<file path="src/rtl/temp_pkg.sv">
// Shared types and helpers for the temperature polling path.
// The sign-magnitude conversion lives here so the display logic can reuse it.
package temp_pkg;

  localparam int TEMP_W       = 13;
  localparam int MAG_W        = 12;
  localparam int LSB_PER_DEGC = 16;

  typedef enum logic [2:0] {
    IDLE,
    REQ,
    WAIT_BUSY,
    WAIT_DONE,
    CAPTURE
  } pollState_t;

  // Sign-magnitude to two's complement; a negative zero comes out as 0.
  function automatic logic signed [TEMP_W-1:0] sm_to_tc(input logic sign,
                                                        input logic [MAG_W-1:0] mag);
    logic signed [TEMP_W-1:0] ext;
    ext = {1'b0, mag};
    return sign ? -ext : ext;
  endfunction

endpackage

</file>
<file path="src/rtl/temp_poller_if.sv">
// Link between the poller and the mcp9808 interface block.
// The poller requests with update; the sensor side reports busy/idle and data.
interface temp_poller_if;
  import temp_pkg::*;

  logic             update;
  logic             ready;
  logic [MAG_W-1:0] temp_val;
  logic             temp_sign;

  modport master (output update, input ready, input temp_val, input temp_sign);
  modport slave  (input update, output ready, output temp_val, output temp_sign);

endinterface

</file>
<file path="src/rtl/temp_minmax_alarm.sv">
// Min/max tracker and hysteretic over-temperature alarm.
// Everything here only changes on the capture strobe from the poller FSM,
// except that a clear request can mark the extremes empty at any time.
module temp_minmax_alarm
  import temp_pkg::*;
#(
  parameter int HYST = 16
) (
  input  logic                     clk,
  input  logic                     rst,
  input  logic                     captureEn,
  input  logic                     clearMinmax,
  input  logic signed [TEMP_W-1:0] sampleIn,
  input  logic signed [TEMP_W-1:0] alarmThresh,
  output logic signed [TEMP_W-1:0] tMin,
  output logic signed [TEMP_W-1:0] tMax,
  output logic                     alarm
);

  localparam int WIDE_W = TEMP_W + 1;

  logic                     empty;
  logic signed [WIDE_W-1:0] sampleWide;
  logic signed [WIDE_W-1:0] lowBound;
  logic                     alarmSet;
  logic                     alarmClr;

  // The clear bound is one bit wider so thresholds near the negative limit do not wrap.
  assign sampleWide = {sampleIn[TEMP_W-1], sampleIn};
  assign lowBound   = {alarmThresh[TEMP_W-1], alarmThresh} - WIDE_W'(HYST);
  assign alarmSet   = (sampleIn >= alarmThresh);
  assign alarmClr   = (sampleWide < lowBound);

  // Extremes reload on the first capture after reset or clear, then track by signed compare.
  always_ff @(posedge clk) begin
    if (rst) begin
      tMin  <= '0;
      tMax  <= '0;
      empty <= 1'b1;
      alarm <= 1'b0;
    end else if (captureEn) begin
      if (empty || clearMinmax) begin
        tMin  <= sampleIn;
        tMax  <= sampleIn;
        empty <= 1'b0;
      end else begin
        if (sampleIn < tMin) tMin <= sampleIn;
        if (sampleIn > tMax) tMax <= sampleIn;
      end
      if (alarmSet) begin
        alarm <= 1'b1;
      end else if (alarmClr) begin
        alarm <= 1'b0;
      end
    end else if (clearMinmax) begin
      empty <= 1'b1;
    end
  end

endmodule

</file>
<file path="src/rtl/temp_poller.sv">
// Autonomous poller for the mcp9808 interface block.
// Periodically requests a conversion, waits for the busy/idle handshake,
// captures the reading as two's complement and watches for hung transactions.
module temp_poller
  import temp_pkg::*;
#(
  parameter int PERIOD  = 100_000_000,
  parameter int TIMEOUT = 1_000_000,
  parameter int HYST    = 16
) (
  input  logic                     clk,
  input  logic                     rst,
  input  logic                     enable,
  temp_poller_if.master            mcp,
  input  logic                     clear_minmax,
  input  logic signed [TEMP_W-1:0] alarm_thresh,
  output logic signed [TEMP_W-1:0] sample,
  output logic                     sample_valid,
  output logic signed [TEMP_W-1:0] t_min,
  output logic signed [TEMP_W-1:0] t_max,
  output logic                     alarm,
  output logic                     timeout_err
);

  localparam int TIMER_W = (PERIOD > 2) ? $clog2(PERIOD) : 1;
  localparam int WAIT_W  = (TIMEOUT > 2) ? $clog2(TIMEOUT) : 1;

  pollState_t               state;
  pollState_t               nextState;
  logic [TIMER_W-1:0]       timer;
  logic [WAIT_W-1:0]        waitCnt;
  logic                     timerDone;
  logic                     inWait;
  logic                     timeoutHit;
  logic                     captureEn;
  logic                     updateReg;
  logic signed [TEMP_W-1:0] converted;

  assign timerDone  = (timer == TIMER_W'(PERIOD - 1));
  assign inWait     = (state == WAIT_BUSY) || (state == WAIT_DONE);
  assign timeoutHit = inWait && (waitCnt == WAIT_W'(TIMEOUT - 1));
  assign captureEn  = (state == CAPTURE);
  assign converted  = sm_to_tc(mcp.temp_sign, mcp.temp_val);
  assign mcp.update = updateReg;

  // State register; reset abandons any transaction in flight.
  always_ff @(posedge clk) begin
    if (rst) begin
      state <= IDLE;
    end else begin
      state <= nextState;
    end
  end

  // Next-state logic; a timeout takes priority over a late handshake edge.
  always_comb begin
    nextState = state;
    unique case (state)
      IDLE:      if (enable && timerDone) nextState = REQ;
      REQ:       nextState = WAIT_BUSY;
      WAIT_BUSY: begin
        if (timeoutHit)      nextState = IDLE;
        else if (!mcp.ready) nextState = WAIT_DONE;
      end
      WAIT_DONE: begin
        if (timeoutHit)     nextState = IDLE;
        else if (mcp.ready) nextState = CAPTURE;
      end
      CAPTURE:   nextState = IDLE;
      default:   nextState = IDLE;
    endcase
  end

  // Period timer runs only while idle and enabled, so every poll starts from zero.
  always_ff @(posedge clk) begin
    if (rst) begin
      timer <= '0;
    end else if (state != IDLE || !enable || timerDone) begin
      timer <= '0;
    end else begin
      timer <= timer + 1'b1;
    end
  end

  // Timeout counter is zero during the request cycle and counts through both wait states.
  always_ff @(posedge clk) begin
    if (rst) begin
      waitCnt <= '0;
    end else if (nextState == REQ) begin
      waitCnt <= '0;
    end else if (state == REQ || inWait) begin
      waitCnt <= waitCnt + 1'b1;
    end else begin
      waitCnt <= '0;
    end
  end

  // Registered outputs: request pulse, captured sample and the sticky hang flag.
  always_ff @(posedge clk) begin
    if (rst) begin
      updateReg    <= 1'b0;
      sample       <= '0;
      sample_valid <= 1'b0;
      timeout_err  <= 1'b0;
    end else begin
      updateReg    <= (nextState == REQ);
      sample_valid <= captureEn;
      if (captureEn) sample <= converted;
      if (timeoutHit) timeout_err <= 1'b1;
    end
  end

  temp_minmax_alarm #(
    .HYST (HYST)
  ) uMinmaxAlarm (
    .clk         (clk),
    .rst         (rst),
    .captureEn   (captureEn),
    .clearMinmax (clear_minmax),
    .sampleIn    (converted),
    .alarmThresh (alarm_thresh),
    .tMin        (t_min),
    .tMax        (t_max),
    .alarm       (alarm)
  );

endmodule
</file>
<file path="src/flat_wrapper.sv">
// flat-port wrapper written by rule: the top's interface ports become plain ports
module temp_poller_flat import temp_pkg::*;
#(
  parameter int PERIOD  = 100_000_000,
  parameter int TIMEOUT = 1_000_000,
  parameter int HYST    = 16
)
  (clk, rst, enable, clear_minmax, alarm_thresh, sample, sample_valid, t_min, t_max, alarm, timeout_err, mcp_update, mcp_ready, mcp_temp_val, mcp_temp_sign);
  temp_poller_if mcp_i ();
  input  logic clk;
  input  logic rst;
  input  logic enable;
  input  logic clear_minmax;
  input  logic signed [TEMP_W-1:0] alarm_thresh;
  output logic signed [TEMP_W-1:0] sample;
  output logic sample_valid;
  output logic signed [TEMP_W-1:0] t_min;
  output logic signed [TEMP_W-1:0] t_max;
  output logic alarm;
  output logic timeout_err;
  output wire logic [$bits(mcp_i.update)-1:0] mcp_update;
  input wire logic [$bits(mcp_i.ready)-1:0] mcp_ready;
  input wire logic [$bits(mcp_i.temp_val)-1:0] mcp_temp_val;
  input wire logic [$bits(mcp_i.temp_sign)-1:0] mcp_temp_sign;
  assign mcp_update = mcp_i.update;
  assign mcp_i.ready = mcp_ready;
  assign mcp_i.temp_val = mcp_temp_val;
  assign mcp_i.temp_sign = mcp_temp_sign;
  temp_poller #(.PERIOD(PERIOD), .TIMEOUT(TIMEOUT), .HYST(HYST)) u_core (.clk(clk), .rst(rst), .enable(enable), .mcp(mcp_i), .clear_minmax(clear_minmax), .alarm_thresh(alarm_thresh), .sample(sample), .sample_valid(sample_valid), .t_min(t_min), .t_max(t_max), .alarm(alarm), .timeout_err(timeout_err));
endmodule
</file>
<file path="config.mk">
export PLATFORM = sky130hd
export DESIGN_NAME = temp_poller_flat
export DESIGN_NICKNAME = d
export VERILOG_FILES = /design/src/rtl/temp_pkg.sv /design/src/rtl/temp_poller_if.sv /design/src/rtl/temp_minmax_alarm.sv /design/src/rtl/temp_poller.sv /design/src/flat_wrapper.sv
export SDC_FILE = /design/constraint.sdc
export NUM_CORES = 1
export LEC_CHECK = 0
export ABC_AREA = 1
export CORE_MARGIN = 2
export CORE_UTILIZATION = 35
export DETAILED_ROUTE_END_ITERATION = 8
export PLACE_DENSITY = 0.59
export REMOVE_ABC_BUFFERS = 1
export SLEW_MARGIN = 20
export SYNTH_ARGS = -nofsm -noshare
export SYNTH_HDL_FRONTEND = slang
export SYNTH_SLANG_ARGS = --single-unit
</file>
<file path="constraint.sdc">
create_clock -name clk -period 6.2 [get_ports clk]
set_clock_uncertainty 0.15 [all_clocks]
set_input_delay 1.55 -clock clk [delete_from_list [all_inputs] [get_ports clk]]
set_output_delay 1.55 -clock clk [all_outputs]
set_load 0.02 [all_outputs]
</file>
==> results of run 1 <==
[power by group]
group	switching [mW]	total, mW	internal (mW)
Combinational	0.110	0.183	0.0721
Sequential	0.000435	0.605	0.604
Clock	0.228	0.578	0.351
Total	0.339	1.37	1.03
[synth_stat cells (4+ instances only)]
cell	instances	area share [%]
o211ai_1	10	1.3
or2_2	6	0.65
nand2_4	9	1.8
nor3b_1	6	0.78
inv_2	8	0.52
nor3_2	4	0.69
ha_1	37	8.0
xor2_1	20	3.0
nor3_1	22	1.9
nand2_2	16	1.7
clkbuf_1	7	0.45
nand4_1	11	1.2
nor4_1	6	0.65
nor2_2	24	2.6
nand2_1	149	9.7
nand3_1	56	4.8
o21a_1	6	0.78
a21oi_1	39	3.4
buf_1	4	0.26
nand3_2	5	0.87
dfxtp_1	94	33
o21ai_0	23	2.0
inv_1	133	8.6
nor2_1	98	6.4
[stage by stage]
| stage | worst slack, ns | utilization, % | hold WS, ns | instances | instance area (sq um) |
|---|---|---|---|---|---|
| floorplan | 2.13 | - | 0.268 | 812 | 5690 |
| global placement | 1.12 | 41.0 | 0.281 | 1106 | 6710 |
| detailed placement | 1.06 | 41.0 | 0.290 | 1106 | 6710 |
| CTS | 1.41 | 42.9 | 0.306 | 1121 | 7010 |
| global route | 0.943 | 42.9 | 0.333 | 1121 | 7010 |
| finish | 1.40 | 42.9 | 0.302 | 1121 | 7010 |
[critical path, cell delays in order]
cell             delay (ns)
clkdlybuf4s50_1        0.94
nand2_1                0.21
xor2_1                 0.41
ha_1                   0.33
a21oi_1                0.14
o21ai_0                0.08
o21ai_0                0.18
nand2_1                0.08
nand3_1                0.08
nand2_1                0.05
nand2_1                0.05
nand2_1                0.04
nand2_1                0.05
nand2_1                0.06
nand2_2                0.22
nand2_2                0.14
inv_2                  0.19
nor2_1                 0.06
nor2_1                 0.08
[cells in the final DEF, fill, tap and decap left out, types with 22 or more instances in the layout]
| cell | synthesis | layout |
|---|---|---|
| ha_1 | 37 | 37 |
| clkdlybuf4s50_1 | 0 | 73 |
| nor3_1 | 22 | 22 |
| o21ai_0 | 23 | 23 |
| a21oi_1 | 39 | 39 |
| dfxtp_1 | 94 | 94 |
| nor2_1 | 98 | 98 |
| nand2_1 | 149 | 149 |
| nand3_1 | 56 | 56 |
| inv_1 | 133 | 133 |
| nor2_2 | 24 | 24 |
[final cells by class]
class	instances	area [sq um]	share of cell area, %
clock inverters	4	72.6	1.03
well taps	220	275	3.93
flip-flops and latches	94	1880	26.8
repair buffers	74	738	10.5
inverters	142	536	7.64
multi-input cells	576	3280	46.7
clock buffers	11	233	3.32
[flip-flops by register name (all words and copies together) (netlist names)]
| register | cells |
|---|---|
| u_core.mcp.update | 1 |
| u_core.sample | 13 |
| u_core.sample_valid | 1 |
| u_core.state | 3 |
| u_core.timeout_err | 1 |
| u_core.timer | 27 |
| u_core.uMinmaxAlarm.alarm | 1 |
| u_core.uMinmaxAlarm.empty | 1 |
| u_core.uMinmaxAlarm.tMax | 13 |
| u_core.uMinmaxAlarm.tMin | 13 |
| u_core.waitCnt | 20 |
[metal layers]
| layer | global-route usage (%) | vias to the layer above | share of wire (%) |
|---|---|---|---|
| li1 | - | 2788 | - |
| met1 | 21.8 | 2306 | 47 |
| met2 | 28.0 | 83 | 46 |
| met3 | 3.91 | 21 | 4.6 |
| met4 | 6.63 | 0 | 2.3 |
| met5 | 0 | - | 0 |
[path summary, 6_finish.rpt]
check / cells past startpoint / to / startpoint / slack [ns]
worst max-delay path: 19 / u_core.uMinmaxAlarm.tMin[6]$_SDFFE_PP0P_ / mcp_temp_sign / 1.40
worst max register to register: 12 / u_core.timer[17]$_SDFF_PP0_ / u_core.timer[0]$_SDFF_PP0_ / 3.60
worst min-delay path: 1 / u_core.waitCnt[0]$_SDFF_PP0_ / u_core.waitCnt[0]$_SDFF_PP0_ / 0.30
worst min register to register: 1 / u_core.waitCnt[0]$_SDFF_PP0_ / u_core.waitCnt[0]$_SDFF_PP0_ / 0.30
[logic make-up after synthesis]
kind of cell | Yosys count
xor+xnor | 22
simple gates | 422
fa+ha+maj | 37
buf+inv | 158
flops | 94
compound gates | 95
==> flow_metrics.tcl, run 1 <==
set metrics [dict create \
    dieHeight_microns 133 \
    p_leak_nw 2.99 \
    first_pass_iters 4 \
    timing.final.crit_share_pct 77.4 \
    clkSinkCount 94 \
    critPathKind "in -> reg" \
    area_growth_pct 21.2 \
    synth_top_family_by_area "simple AND/OR/NAND/NOR gates" \
    status "finished clean" \
    synthCells 828 \
    cp_max_fo 19 \
    synth-edff-count 0 \
    routed_via_density 4.64 \
    drc 0 \
    wl_per_cell_microns 12.9 \
    fp-row-count 47 \
    drt_wl_total_mm 14.5 \
    path_clk_slew_ns 0.06 \
    grt.total_usage_pct 17.1 \
    async_flop_share_pct 0 \
    period_needed_ns 4.80 \
    cts_resized 0 \
    io_pins 74 \
    ant_nets 0 \
    grt_max_degree 47 \
    synth_fa_ha_area_share_pct 8.00 \
    cp-start-kind "input pin" \
    drv_cap 0 \
    antennaDiodeCount 0 \
    timing.fmax_mhz 208 \
    synthMuxAreaShare_pct 0 \
    cts_root_buf "clkbuf_16" \
    power_mw 1.37 \
    slew_violations 0 \
    initial_core_util_pct 35.4 \
    final_hold_viol_count 0 \
    drive_gt1_share_pct 10.5 \
    ir_drop_mv 0.149 \
    grt-ovfl-total 0 \
    syn_area_per_cell_sq_um 6.99 \
    pwr_density_cell_mw_per_mm2 195 \
    first_iter_violations 220 \
    grt_pass1_vias 4994 \
    synth_simple_gate_area_share_pct 35.5 \
    place_congestion 0.854 \
    cp_data_arrival_time_ns 4.93 \
    antenna_found_initial 0 \
    n_fill_cell 1770 \
    cts_buffers 9 \
    worstPathRequired_ns 6.32 \
    ys_seq_elements 94 \
    synthFlopType "dfxtp_1" \
    clk_latency_ns 0.34 \
    cts_tree "done" \
    tns_ns 0 \
    ctsHoldBuffers 0 \
    setup_viol 0 \
    yosysSeqAreaShare_pct 32.5 \
    die_area_sq_mm 0.0176 \
    vias 5198 \
    syn-cell-area_sq_mm 0.00579 \
    slew_headroom_pct 28.5 \
    ys_warn_count 0 \
    port-buffer-count 73 \
    dieWidth_microns 133 \
    ys_types 48 \
    core_area_sq_mm 0.0163 \
    grt_pass1_wl_mm 24.2 \
    post_cts_buffers 0 \
    cts_max_path_buffers 2 \
    hpwl_mm 11.2 \
    worst_slew_pin_slew_ns 1.07 \
    synth_xor_area_share_pct 3.33 \
    fin_nets 965 \
    synth_compound_area_share_pct 9.82 \
    grt_setup_unrepaired "false" \
    htree_num_levels 3 \
    critPathCaptureType "flip-flop" \
    hold_class "reg -> reg" \
]
Note: power is estimated with default switching activity, not from simulation.
==> run 2, diff against run 1 <==
Settings changed: PLACE_DENSITY 0.59 to 0.61.
Clock period 6.2 ns to 4.1 ns, I/O delays scaled along.
==> run 2 against run 1 <==
  * Critical path depth grew 3
  * Sequential share of layout area shrank 1.4 points
  * Setup slack lost 1.1 ns
  * First-iteration DRC count shrank 5.9%
  * Clock-buffer cell count shrank 2
  * Sequential power grew 51%
  * Die area is the same
  * Final area grew 5.5%
  * Final cell count grew 3.4%
  * Flip-flop and latch count is the same
  * Non-clock buffer count grew 37
  * Hold slack lost 0.00057 ns
  * Critical endpoint is now u_core.uMinmaxAlarm.tMin[2]$_SDFFE_PP0P_
==> flow_metrics.tcl, run 2 (synthesis gave the netlist of run 1 again) <==
set metrics [dict create \
    ant_nets 0 \
    grt.total_usage_pct 17.1 \
    period_needed_ns 3.82 \
    p_int_mw 1.71 \
    cts_buffers 9 \
    grt-ovfl-total 0 \
    placed_area_sq_mm 0.00701 \
    timing.fmax_mhz 262 \
    drt_wl_total_mm 14.5 \
    core_area_sq_mm 0.0163 \
    critPathCaptureType "flip-flop" \
    worstPathRequired_ns 4.20 \
    post_cts_buffers 0 \
    cp_data_arrival_time_ns 3.91 \
    ctsHoldBuffers 0 \
    port-buffer-count 73 \
    timing.final.crit_share_pct 93.1 \
    vias 5336 \
    fin_nets 1002 \
    antenna_found_initial 0 \
    drv_cap 0 \
    slew_violations 0 \
    swShare_pct 24.1 \
    hold_class "reg -> reg" \
    p_leak_nw 3.22 \
    power_mw 2.25 \
    area_growth_pct 27.9 \
    min_path_cells 1 \
    cts_root_buf "clkbuf_16" \
    cts_tree "done" \
    multiInputGateArea_sq_mm 0.00329 \
    fin_area_sq_mm 0.00740 \
    grt_pass1_wl_mm 24.2 \
    grt_max_degree 47 \
    largest_reg_flops 27 \
    hold_ws_ns 0.302 \
    dp.cells 1143 \
    n_fill_cell 1741 \
    clk_latency_ns 0.35 \
    slew_headroom_pct 48.9 \
    pwr_density_cell_mw_per_mm2 305 \
    critPathKind "in -> reg" \
    wl_per_cell_microns 12.5 \
    top_register "u_core.timer" \
    first_pass_iters 4 \
    hpwl_mm 11.4 \
    final_hold_viol_count 0 \
    setup_viol 0 \
    grt_pass1_vias 4981 \
    p_clk_share_pct 45.7 \
    drc 0 \
    setup_ws_ns 0.284 \
    initial_core_util_pct 35.4 \
    die_area_sq_mm 0.0176 \
    clkSinkCount 94 \
    ir_drop_mv 0.229 \
    routed_via_density 4.60 \
    reg.largest.list "u_core.timer x27, u_core.waitCnt x20" \
    reg2reg_depth 15 \
    io_pins 74 \
    final_common_cell "nand2_1" \
    first_iter_violations 207 \
    place_congestion 0.818 \
    worst_slew_pin_slew_ns 0.766 \
    status "finished clean" \
    cp-start-kind "input pin" \
    pre_cts_ws_ns -0.223 \
    regArea_sq_mm 0.00188 \
    cts_resized 0 \
    switchingPower_mw 0.543 \
    final_cell_mix "nand2_1, inv_1, nor2_1" \
    grt_setup_unrepaired "false" \
    fp-row-count 47 \
    combinationalPowerShare_pct 13.7 \
    dieHeight_microns 133 \
    pwr-share-seq_pct 40.6 \
    dieWidth_microns 133 \
    cp_max_fo 11 \
    cts_max_path_buffers 2 \
    path_clk_slew_ns 0.07 \
    antennaDiodeCount 0 \
    layout.cells.non_filler 1159 \
    drive_gt1_share_pct 14.7 \
    htree_num_levels 3 \
]
-- run 2: cell types whose count changed in the layout (fill, tap and decap cells not counted), moves of 2 or more --
cell / previous run / this run
buf_12: 0 / 2
buf_4: 1 / 36
bufinv_16: 2 / 4
clkbuf_1: 2 / 0
clkinv_4: 0 / 3
nand2_1: 149 / 147
nand2_2: 16 / 18
-- run 2: path summary, 6_finish.rpt --
check,start,end,slack [ns]
setup / recovery,mcp_temp_val[0],u_core.uMinmaxAlarm.tMin[2]$_SDFFE_PP0P_,0.28
hold / removal,u_core.timer[0]$_SDFF_PP0_,u_core.timer[0]$_SDFF_PP0_,0.30
setup reg to reg,u_core.timer[0]$_SDFF_PP0_,u_core.timer[26]$_SDFF_PP0_,1.59
hold reg to reg,u_core.timer[0]$_SDFF_PP0_,u_core.timer[0]$_SDFF_PP0_,0.30
-- run 2: area by class of cell --
type	instances	area share [%]
Clock inverter	7	1.98
Inverter	142	7.30
Tap cell	220	3.72
Timing Repair Buffer	111	14.1
Multi-Input combinational cell	576	44.4
Sequential cell	94	25.4
Clock buffer	9	3.04
-- run 2: metrics by stage --
step                      TNS [ns]  util (%)
after floorplan                  0         -
after global placement       -2.61      42.9
after detailed placement     -3.57      42.9
after CTS                        0      45.1
after global routing             0      45.3
final                            0      45.3
-- run 2: worst max-delay path, stage by stage --
cell,delay (ns)
clkdlybuf4s50_1,0.48
inv_1,0.06
ha_1,0.24
inv_1,0.06
nand2_1,0.05
xor2_1,0.37
ha_1,0.33
a21oi_1,0.15
o21ai_0,0.08
o21ai_0,0.17
nand2_1,0.08
nand3_1,0.08
nand2_1,0.05
nand2_1,0.05
nand2_1,0.04
nand2_1,0.05
nand2_1,0.06
nand2_2,0.08
buf_4,0.18
nand3_1,0.08
nand2_1,0.10
nor2_1,0.04
-- run 2: metal layers --
metal	vias to the layer above	global-route usage, %	part of all wire (%)
met5	-	0	0
met4	0	6.63	1.9
met3	15	2.68	3.1
met2	84	28.2	46
met1	2373	22.5	49
li1	2864	-	-
-- run 2: power groups by stage --
| stage | logic, mW | clock network, mW | registers, mW |
|---|---|---|---|
| detailed placement | 0.309 | 0 | 0.935 |
| global route | 0.351 | 1.09 | 0.914 |
| floorplan | 0.180 | 0 | 0.935 |
| CTS | 0.311 | 1.06 | 0.914 |
| global placement | 0.306 | 0 | 0.935 |
| finish | 0.310 | 1.03 | 0.914 |
==> run 3, diff against run 2 <==
Settings changed: ABC_CLOCK_PERIOD_IN_PS set to 4100.
==> results of run 3 <==
Final layout, timing and power as in run 2 (identical DEF).
